File: config.mk
export PLATFORM = sky130hd
export DESIGN_NAME = dmem_arbiter_flat
export DESIGN_NICKNAME = d
export VERILOG_FILES = /design/src/rtl/dmem_arbiter_if.sv /design/src/rtl/dmem_arbiter.sv /design/src/flat_wrapper.sv
export SDC_FILE = /design/constraint.sdc
export NUM_CORES = 1
export LEC_CHECK = 0
export ABC_AREA = 1
export CORE_ASPECT_RATIO = 0.8
export CORE_MARGIN = 2
export CORE_UTILIZATION = 34
export CTS_CLUSTER_SIZE = 16
export DETAILED_ROUTE_END_ITERATION = 10
export PLACE_DENSITY = 0.78
export SLEW_MARGIN = 20
export SYNTH_ARGS = -nofsm -noshare
export SYNTH_HDL_FRONTEND = slang
export SYNTH_SLANG_ARGS = --single-unit
File: constraint.sdc
create_clock -name clk -period 1.66 [get_ports clk]
set_clock_uncertainty 0.15 [all_clocks]
set_input_delay 0.332 -clock clk [delete_from_list [all_inputs] [get_ports clk]]
set_output_delay 0.332 -clock clk [all_outputs]
set_load 0.02 [all_outputs]
File: src/rtl/dmem_arbiter_if.sv
// Bundle of the two requester ports and the data-RAM port of dmem_arbiter.
// The arbiter attaches through the slave modport; requesters and the RAM
// model sit on the master side.
interface dmem_arbiter_if #(
    parameter int ADDR_W = 8,
    parameter int DATA_W = 32
) ();
    // port 0: core load/store path
    logic              req0;
    logic              we0;
    logic [ADDR_W-1:0] addr0;
    logic [DATA_W-1:0] wdata0;
    logic              lock0;
    logic              gnt0;
    logic              rvalid0;
    logic [DATA_W-1:0] rdata0;
    // port 1: debug / program-loader path
    logic              req1;
    logic              we1;
    logic [ADDR_W-1:0] addr1;
    logic [DATA_W-1:0] wdata1;
    logic              lock1;
    logic              gnt1;
    logic              rvalid1;
    logic [DATA_W-1:0] rdata1;
    // single-ported data RAM
    logic              mem_wen;
    logic              mem_ren;
    logic [ADDR_W-1:0] mem_addr;
    logic [DATA_W-1:0] mem_wdata;
    logic [DATA_W-1:0] mem_rdata;

    modport slave (
        input  req0, we0, addr0, wdata0, lock0,
        output gnt0, rvalid0, rdata0,
        input  req1, we1, addr1, wdata1, lock1,
        output gnt1, rvalid1, rdata1,
        output mem_wen, mem_ren, mem_addr, mem_wdata,
        input  mem_rdata
    );

    modport master (
        output req0, we0, addr0, wdata0, lock0,
        input  gnt0, rvalid0, rdata0,
        output req1, we1, addr1, wdata1, lock1,
        input  gnt1, rvalid1, rdata1,
        input  mem_wen, mem_ren, mem_addr, mem_wdata,
        output mem_rdata
    );
endinterface

File: src/rtl/dmem_arbiter.sv
// Two-port round-robin arbiter in front of a single-ported data RAM.
// A requester may hold ownership for back-to-back beats via its lock bit,
// capped at MAX_LOCK consecutive grants so the other port cannot starve.
// Optional grant/wait statistics counters: define DMEM_ARB_STATS_EN.
module dmem_arbiter #(
    parameter int ADDR_W   = 8,
    parameter int DATA_W   = 32,
    parameter int MAX_LOCK = 4
) (
    input  logic          clk,
    input  logic          rst,
    dmem_arbiter_if.slave bus
`ifdef DMEM_ARB_STATS_EN
    ,
    output logic [15:0]   stat_gnt0,
    output logic [15:0]   stat_gnt1,
    output logic [15:0]   stat_wait
`endif
);

    typedef enum logic [1:0] {IDLE, OWN0, OWN1} state_t;

    localparam logic [4:0] LOCK_LIMIT = 5'(MAX_LOCK);

    state_t            state_reg, state_next;
    logic              ptr_reg, ptr_next;
    logic [3:0]        lock_cnt_reg, lock_cnt_next;
    logic              grant0, grant1;
    logic              gnt0, gnt1;
    logic              rvalid0_reg, rvalid1_reg;
    logic [DATA_W-1:0] rdata0_reg, rdata1_reg;
    logic              more_beats;

    // State, round-robin pointer and lock counter registers
    always_ff @(posedge clk) begin
        if (rst) begin
            state_reg    <= IDLE;
            ptr_reg      <= 1'b0;
            lock_cnt_reg <= 4'd0;
        end else begin
            state_reg    <= state_next;
            ptr_reg      <= ptr_next;
            lock_cnt_reg <= lock_cnt_next;
        end
    end

    // Next-state, grant selection and lock bookkeeping
    always_comb begin
        state_next    = state_reg;
        ptr_next      = ptr_reg;
        lock_cnt_next = lock_cnt_reg;
        grant0        = 1'b0;
        grant1        = 1'b0;
        // another locked beat is allowed only if it stays below the cap
        more_beats    = ({1'b0, lock_cnt_reg} + 5'd1) < LOCK_LIMIT;
        case (state_reg)
            IDLE: begin
                if (bus.req0 && (!bus.req1 || !ptr_reg)) begin
                    grant0   = 1'b1;
                    ptr_next = 1'b1;
                    if (bus.lock0) begin
                        state_next    = OWN0;
                        lock_cnt_next = 4'd1;
                    end
                end else if (bus.req1) begin
                    grant1   = 1'b1;
                    ptr_next = 1'b0;
                    if (bus.lock1) begin
                        state_next    = OWN1;
                        lock_cnt_next = 4'd1;
                    end
                end
            end
            OWN0: begin
                grant0 = bus.req0;
                if (bus.req0 && bus.lock0 && more_beats) begin
                    lock_cnt_next = lock_cnt_reg + 4'd1;
                end else begin
                    // unlocked beat, dropped request or cap reached
                    state_next    = IDLE;
                    ptr_next      = 1'b1;
                    lock_cnt_next = 4'd0;
                end
            end
            OWN1: begin
                grant1 = bus.req1;
                if (bus.req1 && bus.lock1 && more_beats) begin
                    lock_cnt_next = lock_cnt_reg + 4'd1;
                end else begin
                    state_next    = IDLE;
                    ptr_next      = 1'b0;
                    lock_cnt_next = 4'd0;
                end
            end
            default: begin
                state_next    = IDLE;
                lock_cnt_next = 4'd0;
            end
        endcase
    end

    // Grants are suppressed while reset is held so no RAM strobe leaks out
    assign gnt0     = grant0 & ~rst;
    assign gnt1     = grant1 & ~rst;
    assign bus.gnt0 = gnt0;
    assign bus.gnt1 = gnt1;

    // RAM command mux: granted port drives the RAM, otherwise all zero
    always_comb begin
        bus.mem_wen   = 1'b0;
        bus.mem_ren   = 1'b0;
        bus.mem_addr  = '0;
        bus.mem_wdata = '0;
        if (gnt0) begin
            bus.mem_wen   = bus.we0;
            bus.mem_ren   = ~bus.we0;
            bus.mem_addr  = bus.addr0;
            bus.mem_wdata = bus.wdata0;
        end else if (gnt1) begin
            bus.mem_wen   = bus.we1;
            bus.mem_ren   = ~bus.we1;
            bus.mem_addr  = bus.addr1;
            bus.mem_wdata = bus.wdata1;
        end
    end

    // Read-return tag and per-port read-data hold registers
    always_ff @(posedge clk) begin
        if (rst) begin
            rvalid0_reg <= 1'b0;
            rvalid1_reg <= 1'b0;
            rdata0_reg  <= '0;
            rdata1_reg  <= '0;
        end else begin
            rvalid0_reg <= gnt0 & ~bus.we0;
            rvalid1_reg <= gnt1 & ~bus.we1;
            if (rvalid0_reg) rdata0_reg <= bus.mem_rdata;
            if (rvalid1_reg) rdata1_reg <= bus.mem_rdata;
        end
    end

    // RAM data arrives in the rvalid cycle; a reset in that cycle drops it
    assign bus.rvalid0 = rvalid0_reg & ~rst;
    assign bus.rvalid1 = rvalid1_reg & ~rst;
    assign bus.rdata0  = bus.rvalid0 ? bus.mem_rdata : rdata0_reg;
    assign bus.rdata1  = bus.rvalid1 ? bus.mem_rdata : rdata1_reg;

`ifdef DMEM_ARB_STATS_EN
    // Saturating grant and wait counters
    always_ff @(posedge clk) begin
        if (rst) begin
            stat_gnt0 <= 16'd0;
            stat_gnt1 <= 16'd0;
            stat_wait <= 16'd0;
        end else begin
            if (gnt0 && stat_gnt0 != 16'hFFFF) stat_gnt0 <= stat_gnt0 + 16'd1;
            if (gnt1 && stat_gnt1 != 16'hFFFF) stat_gnt1 <= stat_gnt1 + 16'd1;
            if (((bus.req0 && !gnt0) || (bus.req1 && !gnt1)) && stat_wait != 16'hFFFF)
                stat_wait <= stat_wait + 16'd1;
        end
    end
`endif

endmodule

File: src/flat_wrapper.sv
// flat-port wrapper written by rule: the top's interface ports become plain ports
module dmem_arbiter_flat 
#(
    parameter int ADDR_W   = 8,
    parameter int DATA_W   = 32,
    parameter int MAX_LOCK = 4
)
  (clk, rst, bus_req0, bus_we0, bus_addr0, bus_wdata0, bus_lock0, bus_gnt0, bus_rvalid0, bus_rdata0, bus_req1, bus_we1, bus_addr1, bus_wdata1, bus_lock1, bus_gnt1, bus_rvalid1, bus_rdata1, bus_mem_wen, bus_mem_ren, bus_mem_addr, bus_mem_wdata, bus_mem_rdata);
  dmem_arbiter_if #(.ADDR_W(ADDR_W), .DATA_W(DATA_W)) bus_i ();
  input  logic clk;
  input  logic rst;
  input wire logic [$bits(bus_i.req0)-1:0] bus_req0;
  input wire logic [$bits(bus_i.we0)-1:0] bus_we0;
  input wire logic [$bits(bus_i.addr0)-1:0] bus_addr0;
  input wire logic [$bits(bus_i.wdata0)-1:0] bus_wdata0;
  input wire logic [$bits(bus_i.lock0)-1:0] bus_lock0;
  output wire logic [$bits(bus_i.gnt0)-1:0] bus_gnt0;
  output wire logic [$bits(bus_i.rvalid0)-1:0] bus_rvalid0;
  output wire logic [$bits(bus_i.rdata0)-1:0] bus_rdata0;
  input wire logic [$bits(bus_i.req1)-1:0] bus_req1;
  input wire logic [$bits(bus_i.we1)-1:0] bus_we1;
  input wire logic [$bits(bus_i.addr1)-1:0] bus_addr1;
  input wire logic [$bits(bus_i.wdata1)-1:0] bus_wdata1;
  input wire logic [$bits(bus_i.lock1)-1:0] bus_lock1;
  output wire logic [$bits(bus_i.gnt1)-1:0] bus_gnt1;
  output wire logic [$bits(bus_i.rvalid1)-1:0] bus_rvalid1;
  output wire logic [$bits(bus_i.rdata1)-1:0] bus_rdata1;
  output wire logic [$bits(bus_i.mem_wen)-1:0] bus_mem_wen;
  output wire logic [$bits(bus_i.mem_ren)-1:0] bus_mem_ren;
  output wire logic [$bits(bus_i.mem_addr)-1:0] bus_mem_addr;
  output wire logic [$bits(bus_i.mem_wdata)-1:0] bus_mem_wdata;
  input wire logic [$bits(bus_i.mem_rdata)-1:0] bus_mem_rdata;
  assign bus_i.req0 = bus_req0;
  assign bus_i.we0 = bus_we0;
  assign bus_i.addr0 = bus_addr0;
  assign bus_i.wdata0 = bus_wdata0;
  assign bus_i.lock0 = bus_lock0;
  assign bus_gnt0 = bus_i.gnt0;
  assign bus_rvalid0 = bus_i.rvalid0;
  assign bus_rdata0 = bus_i.rdata0;
  assign bus_i.req1 = bus_req1;
  assign bus_i.we1 = bus_we1;
  assign bus_i.addr1 = bus_addr1;
  assign bus_i.wdata1 = bus_wdata1;
  assign bus_i.lock1 = bus_lock1;
  assign bus_gnt1 = bus_i.gnt1;
  assign bus_rvalid1 = bus_i.rvalid1;
  assign bus_rdata1 = bus_i.rdata1;
  assign bus_mem_wen = bus_i.mem_wen;
  assign bus_mem_ren = bus_i.mem_ren;
  assign bus_mem_addr = bus_i.mem_addr;
  assign bus_mem_wdata = bus_i.mem_wdata;
  assign bus_i.mem_rdata = bus_mem_rdata;
  dmem_arbiter #(.ADDR_W(ADDR_W), .DATA_W(DATA_W), .MAX_LOCK(MAX_LOCK)) u_core (.clk(clk), .rst(rst), .bus(bus_i));
endmodule
# [Yosys cells after proc, flatten, opt, wreduce, memory -nomap -nowiden]
# Index checks and enable logic that the tools add are counted.
[word_totals] register_bits=73 latch_bits=0 ram_bits=0 rom_bits=0 inputBits=120 out_inout_bits=110 wordCells=73 n_memories=0
[op_classes] n_addsub=2 n_mul=0 div=0 order_cmp=1 n_eq_ne=7 shifts=0 mux=34 bitwise_logic=9 n_reduce_logical=13
[ops] operator="32-bit two-way mux" n=4
[ops] operator="4-bit two-way mux" n=6
[ops] operator="8-bit two-way mux" n=2
[ops] operator="2-bit two-way mux" n=6
[ops] operator="4-bit case mux with 3 select lines" n=1
[ops] operator="1-bit two-way mux" n=11
[ops] operator="1-bit AND" n=6
[ops] operator="3-bit by 2-bit inequality test with 1-bit output, second input constant" n=2
[ops] operator="2-bit case mux with 3 select lines" n=1
[ops] operator="4-bit by 1-bit adder with 5-bit output, second input constant" n=1
[ops] operator="1-bit logical AND" n=5
[ops] operator="5-bit by 3-bit < comparator with 1-bit output, second input constant" n=1
[ops] operator="5-bit AND reduction" n=1
[ops] operator="4-bit by 1-bit adder with 4-bit output, second input constant" n=1
[ops] operator="2-bit inequality test, second input constant" n=2
[ops] operator="1-bit case mux with 2 select lines" n=2
[ops] operator="4-bit AND reduction" n=1
[ops] operator="3-bit inequality test, second input constant" n=1
[ops] operator="1-bit NOT" n=3
[ops] operator="1-bit case mux with 3 select lines" n=1
[ops] operator="3-bit AND reduction" n=1
[ops] operator="3-bit nonzero test" n=1
[ops] operator="2-bit by 1-bit == test with 1-bit output, second input constant" n=1
[ops] operator="2-bit == test, second input constant" n=1
[ops] operator="other kinds (3)" n=4

# [Depth between registers and ports, before layout]
# Gate-level depths: netlist of run 1.
[depth] ltp_word=8 ltp_mapped=10 ltp_nobuf=10

# [Least setup slack after synthesis of run 1]
# Ideal clock, no wire load.
[synth_timing] path_type="reg-to-output" from="register u_core.state_reg[0]" to="output port bus_mem_wen" arrival_time_ns=1.401 t_required_ns=1.178 path_slack_ns=-0.223 path_stages_with_launch=8 n_path_buf=1 path_cell_list="dfxtp_1 inv_1 ha_1 nand2_2 o21ai_2 nand2_4 buf_6 a21oi_1"
[synth_between] elab_chain_cells=5 elab_cells_between_ends=9 classes_between="eq/ne (2); mux (4); bitwise (2); reduce/logical (1)"
[synth_lines] element="start: declaration" line_no="dmem_arbiter.sv:25" source="state_t state_reg, state_next;"
[synth_lines] element="start signal: assignment" line_no="dmem_arbiter.sv:41" source="state_reg <= state_next;"
[synth_lines] element="2-bit == test or 2-bit logical NOT (tied branches)" line_no="dmem_arbiter.sv:56" source="case (state_reg)"
[synth_lines] element="1-bit case mux with 2 select lines" line_no="dmem_arbiter.sv:56"
[synth_lines] element="1-bit AND" line_no="dmem_arbiter.sv:104" source="assign gnt1 = grant1 & ~rst;"
[synth_lines] element="1-bit two-way mux" line_no="dmem_arbiter.sv:119" source="end else if (gnt1) begin"
[synth_lines] element="1-bit two-way mux *" line_no="dmem_arbiter.sv:114" source="if (gnt0) begin"
[synth_lines] element="end: declaration" line_no="flat_wrapper.sv:28" source="output wire logic [$bits(bus_i.mem_wen)-1:0] bus_mem_wen;"
# Mark *: on every way between the ends. The rest lies on a longest branch, timed or not.

# [Final worst setup path of run 1]
[layout_timing] from="register u_core.state_reg[0]" to="output port bus_mem_wdata[2]"
[layout_between] elab_chain_cells=5 elab_cells_between_ends=9 classes_between="eq/ne (2); mux (4); bitwise (2); reduce/logical (1)"
[layout_lines] element="2-bit == test or 2-bit logical NOT (tied branches)" line_no="dmem_arbiter.sv:56"
[layout_lines] element="1-bit case mux with 2 select lines" line_no="dmem_arbiter.sv:56"
[layout_lines] element="1-bit AND" line_no="dmem_arbiter.sv:104"
[layout_lines] element="32-bit two-way mux" line_no="dmem_arbiter.sv:119"
[layout_lines] element="32-bit two-way mux *" line_no="dmem_arbiter.sv:114"
[layout_lines] element="end: declaration" line_no="flat_wrapper.sv:31" source="output wire logic [$bits(bus_i.mem_wdata)-1:0] bus_mem_wdata;"
# Marked as above.

==> results of run 1 <==
-- cell usage in the layout (no fill, tap or decap), types with 20 or more instances in the layout --
cell and instances:
nand3_4 29, inv_1 70, o21ai_2 35, buf_8 20
buf_12 27, nand2_4 86, dfxtp_1 67, clkdlybuf4s50_1 116
nand2_1 41, o21ai_0 64, buf_6 133, buf_4 37
nand2_2 46, o21ai_4 30
-- worst max-delay path: stages (launching register included) --
cell and delay, ps:
dfxtp_4 370, inv_4 80, ha_4 170, nand2_4 70, a21oi_4 170, buf_12 150
buf_8 120, buf_16 130, buf_6 100, nand3_4 70, nand2_4 80, buf_12 120
-- power by group --
part / switching, mW / internal (mW) / leakage [nW]
combinational: 3.38 / 3.20 / 3.76
clock: 0.820 / 1.02 / 0.133
sequential: 0.125 / 1.95 / 0.595
-- worst max path at each step --
stage          slack [ps]  depth (start not counted)           endpoint
2_1_floorplan        -100                          5     bus_rdata0[15]
3_3_place_gp        -1200                          9        bus_mem_ren
3_5_place_dp        -1210                          9        bus_mem_ren
4_1_cts              -710                         12  bus_mem_wdata[21]
5_1_grt              -830                         11   bus_mem_wdata[2]
6_report             -800                         11   bus_mem_wdata[2]
-- cell type report --
| cell class | count | area (um2) | area share [%] |
|---|---|---|---|
| diodes | 1 | 2.50 | 0.0249 |
| inverters | 80 | 334 | 3.33 |
| flip-flops and latches | 73 | 1470 | 14.7 |
| clock buffers | 10 | 229 | 2.28 |
| repair buffers | 355 | 4320 | 43.0 |
| clock inverters | 6 | 41.3 | 0.411 |
| well taps | 144 | 180 | 1.79 |
| repair inverters | 1 | 16.3 | 0.162 |
| multi-input cells | 380 | 3450 | 34.3 |
-- layer usage --
layer,up-vias,global-route usage [%],routed length (um),part of all wire (%)
li1,2488,-,-,-
met1,2927,35.2,8620,33
met2,454,58.5,13800,52
met3,167,7.36,1980,7.5
met4,0,13.1,1950,7.4
met5,-,0,0,0
-- logic make-up (layout without fill, tap and decap cells) --
logic type,count (synthesis),in the layout,share of synthesized area [%]
and+or+nand+nor,239,239,26.6
AOI/OAI and AO/OA,136,136,18.7
buffers and inverters,113,452,14.0
DFF,73,73,39.1
adders and majority gates,5,5,1.67
other,0,1,0
-- metrics by stage --
step                      hold slack, ps  power [mW]  setup slack [ps]  util, %  area, um2
after floorplan                      281        4.31              -101        -       4270
after global routing                 214        10.7              -831     92.9      10000
after CTS                            314        9.50              -709     84.0       9080
final                                203        10.5              -802     92.9      10000
after detailed placement             311        6.05             -1210     63.9       6910
after global placement               293        5.97             -1200     63.9       6910
-- what timing repair did --
item | 4_1_cts | 5_1_grt
gates cloned | 30 | 3
endpoints found under the setup margin | 113 | 116
hold buffers | 0 | 0
pin swaps | 35 | 43
gates resized for setup | 840 | 241
setup buffers | 44 | 40
==> flow_summary_export.csv, run 1 <==
group,metric,value,unit
status,status,"complete, but fails checks",
status,violations,"setup timing",
drt,viasPerCell,5.75,
min_path,min_from,"rst",
timing,finalSetupTns,-54070,ps
synth,yosysTopAreaCellShare,39.1,%
synth,ys.flop_type,"dfxtp_1",
timing,fmax,406,MHz
placed_design,gp_congestion,0.814,
synth,syn_area,3740,um2
synth,avgSynthCellArea,6.61,um2
timing,max_slew.worst_pin.slew,562,ps
clocking,htree_num_levels,3,
placed_design,dpl.cell_count,937,
clocking,cts_tree,"built",
worst_setup_path,worst-path-max-fanout,5,
floorplan,initial_utilization,34.6,%
worst_setup_path,crit_start,"u_core.state_reg[0]",
clocking,path_clk_slew,60,ps
placed_design,place_hpwl,10200,um
timing,finalMaxSlewViolations,0,
timing,hold_viol,0,
worst_setup_path,critPathKind,"reg2out",
worst_setup_path,timing.rr.end,"u_core.state_reg[0]",
placed_design,numPortBuffers,229,
job,drv_cap,0,
worst_setup_path,crit_arrival,1980,ps
finish,drive_gt1_share,57.2,%
timing,setup_viol,116,
power_and_ir_drop,p_leak,4.49,nW
floorplan,die_area,11900,um2
worst_setup_path,r2r_cells,12,
floorplan,core,10800,um2
worst_setup_path,critPathCaptureType,"primary output",
min_path,holdPathStages,3,
floorplan,die_w,121,um
clocking,root_buffer,"clkbuf_16",
worst_setup_path,start_kind,"register",
synth,synth.most_common_cell,"nand2_1",
finish,final_cells,1050,
clocking,cts_buffers,9,
clocking,clockBufferDepth,2,
finish,nNetsFinal,1025,
grt,grt_pass1_vias,5468,
synth,synth_nets,691,
grt,grt_pass1_wl,29300,um
floorplan,io_pins,230,
drt,routed_wire_length_per_instance,25.1,um
synth,yosys-top-cells-area,"dfxtp_1 (39%), o21ai_0 (17%), nand2_1 (17%), inv_1 (7.7%), nand3_1 (6.6%)",
timing,grt_setup_unrepaired,"yes",
clocking,insertion_delay,350,ps
grt,grt_overflow,0,
synth,synth_edf_count,0,
timing,worst_slack,-802,ps
grt,grt_antenna_before_repair,1,
finish,n_fill_cell,355,
synth,ys_ff_latch,73,
power_and_ir_drop,power_density,1040,nW/um2
worst_setup_path,r2r_slack,-190,ps
drt,firstDrtPassIters,5,
grt,grt_usage,31.9,%
floorplan,rows,34,
worst_setup_path,r2r_start,"u_core.state_reg[1]",
grt,grt_max_degree,33,
worst_setup_path,crit_required,1180,ps
timing,period_share,148,%
synth,synth_top_cell_by_area,"dfxtp_1",
drt,totalWireLength,26300,um
synth,async_reset_ff_share,0,%
min_path,hold_path_end,"u_core.lock_cnt_reg[1]",
synth,yosys_warnings,0,
floorplan,die_y,97.8,um
power_and_ir_drop,peakVddDrop,742,uV
clocking,cts.sinks,73,
drt,remaining_drc_errors,0,
drt,vias,6036,
finish,area_delta_synth_final,168,%
synth,ys_seq_area_share,39.1,%
synth,syn_inst,566,
timing,layout_min_cycle_time,2460,ps
synth,ys_types,22,
drt,drt_iter0_drc,492,
min_path,hp-class,"in2reg",
drt,postRouteAntennaNets,0,
timing,max_slew_margin,62.1,%
synth,synth_top_cells_by_count,"nand2_1 (168), o21ai_0 (129), inv_1 (77)",
Power figures use the tool's default switching activity.
==> inputs of run 2 (changes only) <==
Settings changed: CORE_MARGIN 2 to 3.
==> flow_summary_export.csv, run 2 (synthesis results as in run 1) <==
group,metric,value,unit
status,status,"complete, but fails checks",
status,violations,"setup timing",
clocking,path_clk_slew,70,ps
floorplan,io_pins,230,
drt,firstDrtPassIters,7,
worst_setup_path,worst-path-max-fanout,6,
timing,hold_viol,0,
finish,final_cells,1036,
grt,grt_pass1_vias,6017,
worst_setup_path,cp_slowest_stage_delay,360,ps
timing,finalMaxSlewViolations,0,
timing,period_share,144,%
floorplan,die_w,123,um
timing,max_slew_margin,37.8,%
finish,nNetsFinal,1015,
drt,postRouteAntennaNets,0,
clocking,cts-hold-fix-buffers,0,
finish,final_common_cell,"buf_6",
clocking,cts_buffers,9,
worst_setup_path,critPathKind,"reg2out",
grt,grt_pass1_wl,33300,um
drt,vias,6042,
worst_setup_path,cpMostUsedCell,"nand2_4",
grt,grt_max_degree,33,
job,drv_cap,0,
floorplan,die_y,99.8,um
floorplan,rows,33,
finish,drive_gt1_share,56.8,%
drt,totalWireLength,27700,um
worst_setup_path,critPathTopFamily,"buffers and inverters",
drt,drt_iter0_drc,582,
clocking,cts_tree,"built",
power_and_ir_drop,p_leak,4.29,nW
worst_setup_path,critPathCaptureType,"primary output",
finish,final_cell_mix,"buf_6 (134), clkdlybuf4s50_1 (116), nand2_4 (71)",
clocking,insertion_delay,350,ps
power_and_ir_drop,peakVddDrop,857,uV
clocking,cts.sinks,73,
worst_setup_path,cp.buffers_inverters,5,
floorplan,core,10500,um2
grt,grt_antenna_before_repair,4,
grt,grt_overflow,0,
timing,worst_slack,-732,ps
grt,grt_usage,35.6,%
timing,grt_setup_unrepaired,"yes",
finish,n_fill_cell,304,
clocking,htree_num_levels,3,
placed_design,place_hpwl,11100,um
floorplan,initial_utilization,35.7,%
floorplan,die_area,12300,um2
drt,remaining_drc_errors,0,
power_and_ir_drop,power_density,1050,nW/um2
worst_setup_path,crit_chain,"inv_6 > ha_4 > inv_4 > o21ai_4 > nand2_4 > buf_12 > buf_16 > nand3_4 > nand2_4 > buf_6",
clocking,clockBufferDepth,2,
min_path,hp-class,"in2reg",
timing,fmax,418,MHz
worst_setup_path,crit_arrival,1910,ps
timing,setup_viol,119,
clocking,root_buffer,"clkbuf_16",
drt,routed_wire_length_per_instance,26.7,um
placed_design,dpl.cell_count,940,
worst_setup_path,cp_slowest_cell,"dfxtp_4",
worst_setup_path,crit_required,1180,ps
placed_design,numPortBuffers,229,
drt,viasPerCell,5.83,
worst_setup_path,start_kind,"register",
timing,max_slew.worst_pin.slew,923,ps
finish,area_delta_synth_final,164,%
timing,hold_slack,325,ps
timing,layout_min_cycle_time,2390,ps
placed_design,gp_congestion,0.907,
## run 2: cell type report
cell class                 instances  area (um2)  area share (%)
antenna                            1        2.50          0.0253
clock buffer                      10         229            2.32
clock inverter                     6        42.5           0.430
inverter                          80         323            3.27
multi-input combinational        381        3490            35.4
sequential                        73        1470            14.9
tap                              140         175            1.77
timing repair buffer             345        4140            41.9
## run 2: through the flow
stage	power, mW	worst slack [ps]	area (um2)	TNS (ps)	utilization [%]
2_1_floorplan	4.31	-101	4270	-5610	-
3_3_place_gp	6.10	-1180	6990	-124300	66.7
3_5_place_dp	6.18	-1220	6990	-129250	66.7
4_1_cts	9.34	-617	9240	-45480	88.1
5_1_grt	10.7	-794	9880	-59330	94.2
6_report	10.4	-732	9880	-55170	94.2
## run 2: timing repair
item	CTS	global route
endpoints found under the setup margin	112	116
pin swaps	12	46
setup buffers	40	26
resized for setup	878	158
gates cloned	25	1
## run 2: where the power goes
part | switching [mW] | total, mW | internal (mW)
sequential | 0.139 | 2.09 | 1.95
combinational | 3.36 | 6.38 | 3.02
clock | 0.901 | 1.92 | 1.02
total | 4.40 | 10.4 | 5.98
## run 2: worst paths after layout
path | slack [ps] | from | to | cells after the start
max | -730 | u_core.state_reg[1] | bus_mem_addr[0] | 10
min | 330 | rst | u_core.lock_cnt_reg[0] | 4
max reg2reg | -250 | u_core.state_reg[0] | u_core.ptr_reg | 10
min reg2reg | 370 | u_core.rdata1_reg[1] | u_core.rdata1_reg[1] | 2
## run 2: per-layer routing
metal  vias to the layer above  GRT usage [%]  wire length (um)
li1                       2459              -                 -
met1                      2885           35.0              8720
met2                       477           65.0             13500
met3                       215           12.2              3150
met4                         6           19.6              2280
met5                         -              0                40
## run 2: tightest hold or removal path, delay by kind of cell
family | cells | cell delay [ps]
buffers and inverters | 3 | 410
AO/OA/AOI/OAI | 1 | 40
==> inputs of run 3 (changes only) <==
--- a/config.mk
+++ b/config.mk
@@ -12,5 +12,6 @@
 export CTS_CLUSTER_SIZE = 16
 export DETAILED_ROUTE_END_ITERATION = 10
-export PLACE_DENSITY = 0.78
+export PLACE_DENSITY = 0.8
+export SETUP_SLACK_MARGIN = 0.3
 export SLEW_MARGIN = 20
 export SYNTH_ARGS = -nofsm -noshare
==> constraint.sdc (replaced) <==
create_clock -name clk -period 1.66 [get_ports clk]
set_clock_uncertainty 0.15 [all_clocks]
set_input_delay 0.498 -clock clk [delete_from_list [all_inputs] [get_ports clk]]
set_output_delay 0.498 -clock clk [all_outputs]
set_load 0.02 [all_outputs]
==> flow_summary_export.csv, run 3 <==
group,metric,value,unit
placed_design,gp_congestion,0.864,
placed_design,place_hpwl,11000,um
synth,synth_top_cell_by_area,"dfxtp_1",
synth,ys_ff_latch,73,
synth,synthMuxAreaShare,0,%
clocking,cts-hold-fix-buffers,0,
clocking,cts.sinks,73,
synth,ys_seq_area_share,39.1,%
clocking,clockBufferDepth,2,
synth,synth_fa_ha_area_share,1.67,%
status,stop_stage,"global routing",
timing,endpoint_type,"output port",
synth,synth-xor-area-share,0,%
synth,ys.flop_type,"dfxtp_1",
synth,async_reset_ff_share,0,%
synth,synth_top_cells_by_count,"nand2_1 (168), o21ai_0 (129), inv_1 (77)",
synth,yosysTopAreaCellShare,39.1,%
status,status,"did not finish",
timing,repair-timing-grt-worst-ep,"bus_mem_wdata[21]",
synth,synth_compound_area_share,18.7,%
floorplan,die_y,99.8,um
synth,avgSynthCellArea,6.61,um2
synth,yosys-top-cells-area,"dfxtp_1 (39%), o21ai_0 (17%), nand2_1 (17%), inv_1 (7.7%), nand3_1 (6.6%)",
clocking,root_buffer,"clkbuf_16",
synth,synth_top_family_by_area,"simple AND/OR/NAND/NOR gates",
synth,synthSimpleGateAreaFrac,26.6,%
synth,synth.most_common_cell,"nand2_1",
floorplan,initial_utilization,35.7,%
synth,syn_inst,566,
floorplan,io_pins,230,
floorplan,rows,33,
status,toolErrorMsg,"[ERROR DPL-0038] Utilization greater than 100%, impossible to legalize",
placed_design,place_ws,-1520,ps
grt,grt_max_degree,33,
synth,synth_edf_count,0,
synth,synth_nets,691,
clocking,htree_num_levels,3,
synth,ys_types,22,
synth,yosys_warnings,0,
floorplan,die_w,123,um
placed_design,numPortBuffers,229,
synth,syn_area,3740,um2
clocking,cts_buffers,9,
[run 3: cell counts after synthesis]
Identical to the previous run, type by type.
[run 3: logic make-up after synthesis]
group           count (synthesis)
buf+inv                       113
fa+ha+maj                       5
compound gates                136
simple gates                  239
flops                          73
[run 3: timing repair]
item	in CTS
resized for setup	857
setup endpoints to repair	183
pin swaps	26
gates cloned	18
setup buffers	54
[run 3: stage by stage]
stage | instance area, um2 | hold WS (ps) | std cells | util, %
after CTS | 9130 | 328 | 1029 | 87.1
after detailed placement | 7100 | 315 | 942 | 67.7
after global placement | 7100 | 295 | 942 | 67.7
after floorplan | 4530 | 283 | 566 | -
==> inputs of run 4 (changes only) <==
Settings changed: CORE_ASPECT_RATIO 0.8 to default, CORE_UTILIZATION 34 to 23, CTS_CLUSTER_SIZE 16 to default, PLACE_DENSITY 0.8 to default, PLACE_DENSITY_LB_ADDON from default to 0.15, SETUP_SLACK_MARGIN 0.3 to default.
Clock period 1.66 ns to 2.2 ns, I/O delays scaled along.
==> flow_summary_export.csv, run 4 (synthesis results as in run 1) <==
group,metric,value,unit
placed_design,gp_congestion,0.834,
grt,grt_util_met1,20.4,%
timing,hold_slack,324,ps
timing,setup_viol,110,
clocking,cts.sinks,73,
power_and_ir_drop,p_seq_share,22.5,%
timing,layout_min_cycle_time,2630,ps
clocking,insertion_delay,330,ps
floorplan,die_w,134,um
grt,top_usage_layer,"met2",
timing,max_slew_margin,84.0,%
worst_setup_path,start_kind,"register",
clocking,clockBufferDepth,2,
power_and_ir_drop,clkPwrFrac,19.1,%
timing,grt_setup_unrepaired,"yes",
drt,remaining_drc_errors,0,
clocking,path_clk_slew,50,ps
status,status,"complete, but fails checks",
worst_setup_path,cp_slowest_cell,"dfxtp_4",
job,drv_cap,0,
grt,grt_overflow,0,
drt,totalWireLength,17600,um
timing,hold_viol,0,
power_and_ir_drop,p_sw,2.57,mW
floorplan,io_pins,230,
timing,max_slew.worst_pin.slew,239,ps
worst_setup_path,crit_required,1390,ps
placed_design,dpl_cell_area,6940,um2
power_and_ir_drop,intPower,4.29,mW
worst_setup_path,crit_chain,"inv_4 > ha_4 > nand2_2 > o21ai_4 > nand2_4 > buf_8 > clkbuf_16 > nand3_1 > nand2_2 > buf_6",
timing,fmax,381,MHz
finish,nNetsFinal,1000,
grt,grt_pass1_wl,25300,um
min_path,hp-class,"reg2reg",
power_and_ir_drop,combPwrFrac,58.4,%
finish,final_common_cell,"buf_6",
floorplan,die_y,134,um
clocking,cts_tree,"built",
worst_setup_path,cpMostUsedCell,"nand2_2",
drt,vias,4887,
power_and_ir_drop,peakVddDrop,362,uV
finish,fin_area,9300,um2
timing,period_share,119,%
clocking,htree_num_levels,3,
drt,drt_iter0_drc,134,
drt,firstDrtPassIters,4,
worst_setup_path,critPathCaptureType,"primary output",
drt,routed_wire_length_per_instance,16.2,um
floorplan,initial_utilization,24.1,%
finish,drive_gt1_share,51.4,%
placed_design,numPortBuffers,229,
finish,antenna_cells,0,
timing,finalMaxSlewViolations,0,
finish,final_cell_mix,"buf_6 (128), clkdlybuf4s50_1 (110), inv_1 (73)",
status,violations,"setup timing",
timing,worst_slack,-426,ps
worst_setup_path,cp_slowest_stage_delay,380,ps
grt,grt_pass1_vias,4853,
floorplan,core,15500,um2
power_and_ir_drop,p_sw_share,37.5,%
drt,viasPerCell,4.48,
drt,postRouteAntennaNets,0,
grt,grt_max_degree,33,
placed_design,place_hpwl,11200,um
clocking,root_buffer,"clkbuf_16",
placed_design,place_ws,-1280,ps
grt,use_met3,5.44,%
floorplan,rows,45,
clocking,cts_buffers,9,
finish,area_delta_synth_final,148,%
worst_setup_path,crit_arrival,1820,ps
power_and_ir_drop,power_density,738,nW/um2
grt,gr-usage-met2,31.4,%
grt,grt_usage,17.7,%
grt,grt_antenna_before_repair,0,
worst_setup_path,critPathKind,"reg2out",
floorplan,die_area,17800,um2
power_and_ir_drop,p_leak,4.08,nW
finish,n_fill_cell,1351,
worst_setup_path,worst-path-max-fanout,6,
[run 4: routing by layer]
metal | share of wire [%] | routed length, um | vias to the layer above
met5 | 0 | 0 | -
met4 | 1.9 | 334 | 0
met3 | 7.0 | 1240 | 21
met2 | 53 | 9360 | 178
met1 | 38 | 6700 | 2253
li1 | - | - | 2435
[run 4: critical path: cells and delay by family (launching register included)]
kind,cells,cell delay [ps]
buffers and inverters,4,480
adders and majority gates,1,170
AOI/OAI and AO/OA,1,70
DFF,1,380
and+or+nand+nor,4,380
[run 4: stage by stage]
step           util (%)  TNS (ps)  power [mW]  std cells
6_report           59.8    -27580        6.86       1090
5_1_grt            59.8    -34420        7.23       1090
4_1_cts            52.1    -36320        6.34       1062
3_5_place_dp       44.7   -124480        4.45       1006
3_3_place_gp       44.7   -123900        4.44       1006
2_1_floorplan         -     -5600        3.17        566
[run 4: power by group through the flow]
stage / Clock, mW / Combinational, mW / Sequential (mW)
2_1_floorplan: 0 / 1.64 / 1.53
5_1_grt: 1.40 / 4.27 / 1.56
6_report: 1.31 / 4.01 / 1.54
3_3_place_gp: 0 / 2.90 / 1.54
4_1_cts: 1.35 / 3.45 / 1.54
3_5_place_dp: 0 / 2.90 / 1.54
[run 4: final cells by class]
class	count	area, um2	area share [%]
well taps	211	264	2.84
inverters	80	320	3.45
repair buffers	331	3980	42.8
clock inverters	4	20.0	0.215
clock buffers	11	243	2.61
flip-flops and latches	73	1470	15.8
multi-input cells	380	3000	32.3
[run 4: final timing paths]
check	depth (start not counted)	slack, ps	end	from
hold / removal	2	320	u_core.lock_cnt_reg[3]	u_core.lock_cnt_reg[3]
hold reg to reg	2	320	u_core.lock_cnt_reg[3]	u_core.lock_cnt_reg[3]
setup / recovery	10	-430	bus_mem_wdata[28]	u_core.state_reg[1]
setup reg to reg	12	380	u_core.state_reg[1]	u_core.state_reg[1]
[run 4: repair_timing]
action,in CTS,in global routing
pin swaps,9,13
hold buffers,0,0
cloned,15,11
setup endpoints to repair,110,110
gates resized for setup,639,289
buffers inserted,27,28
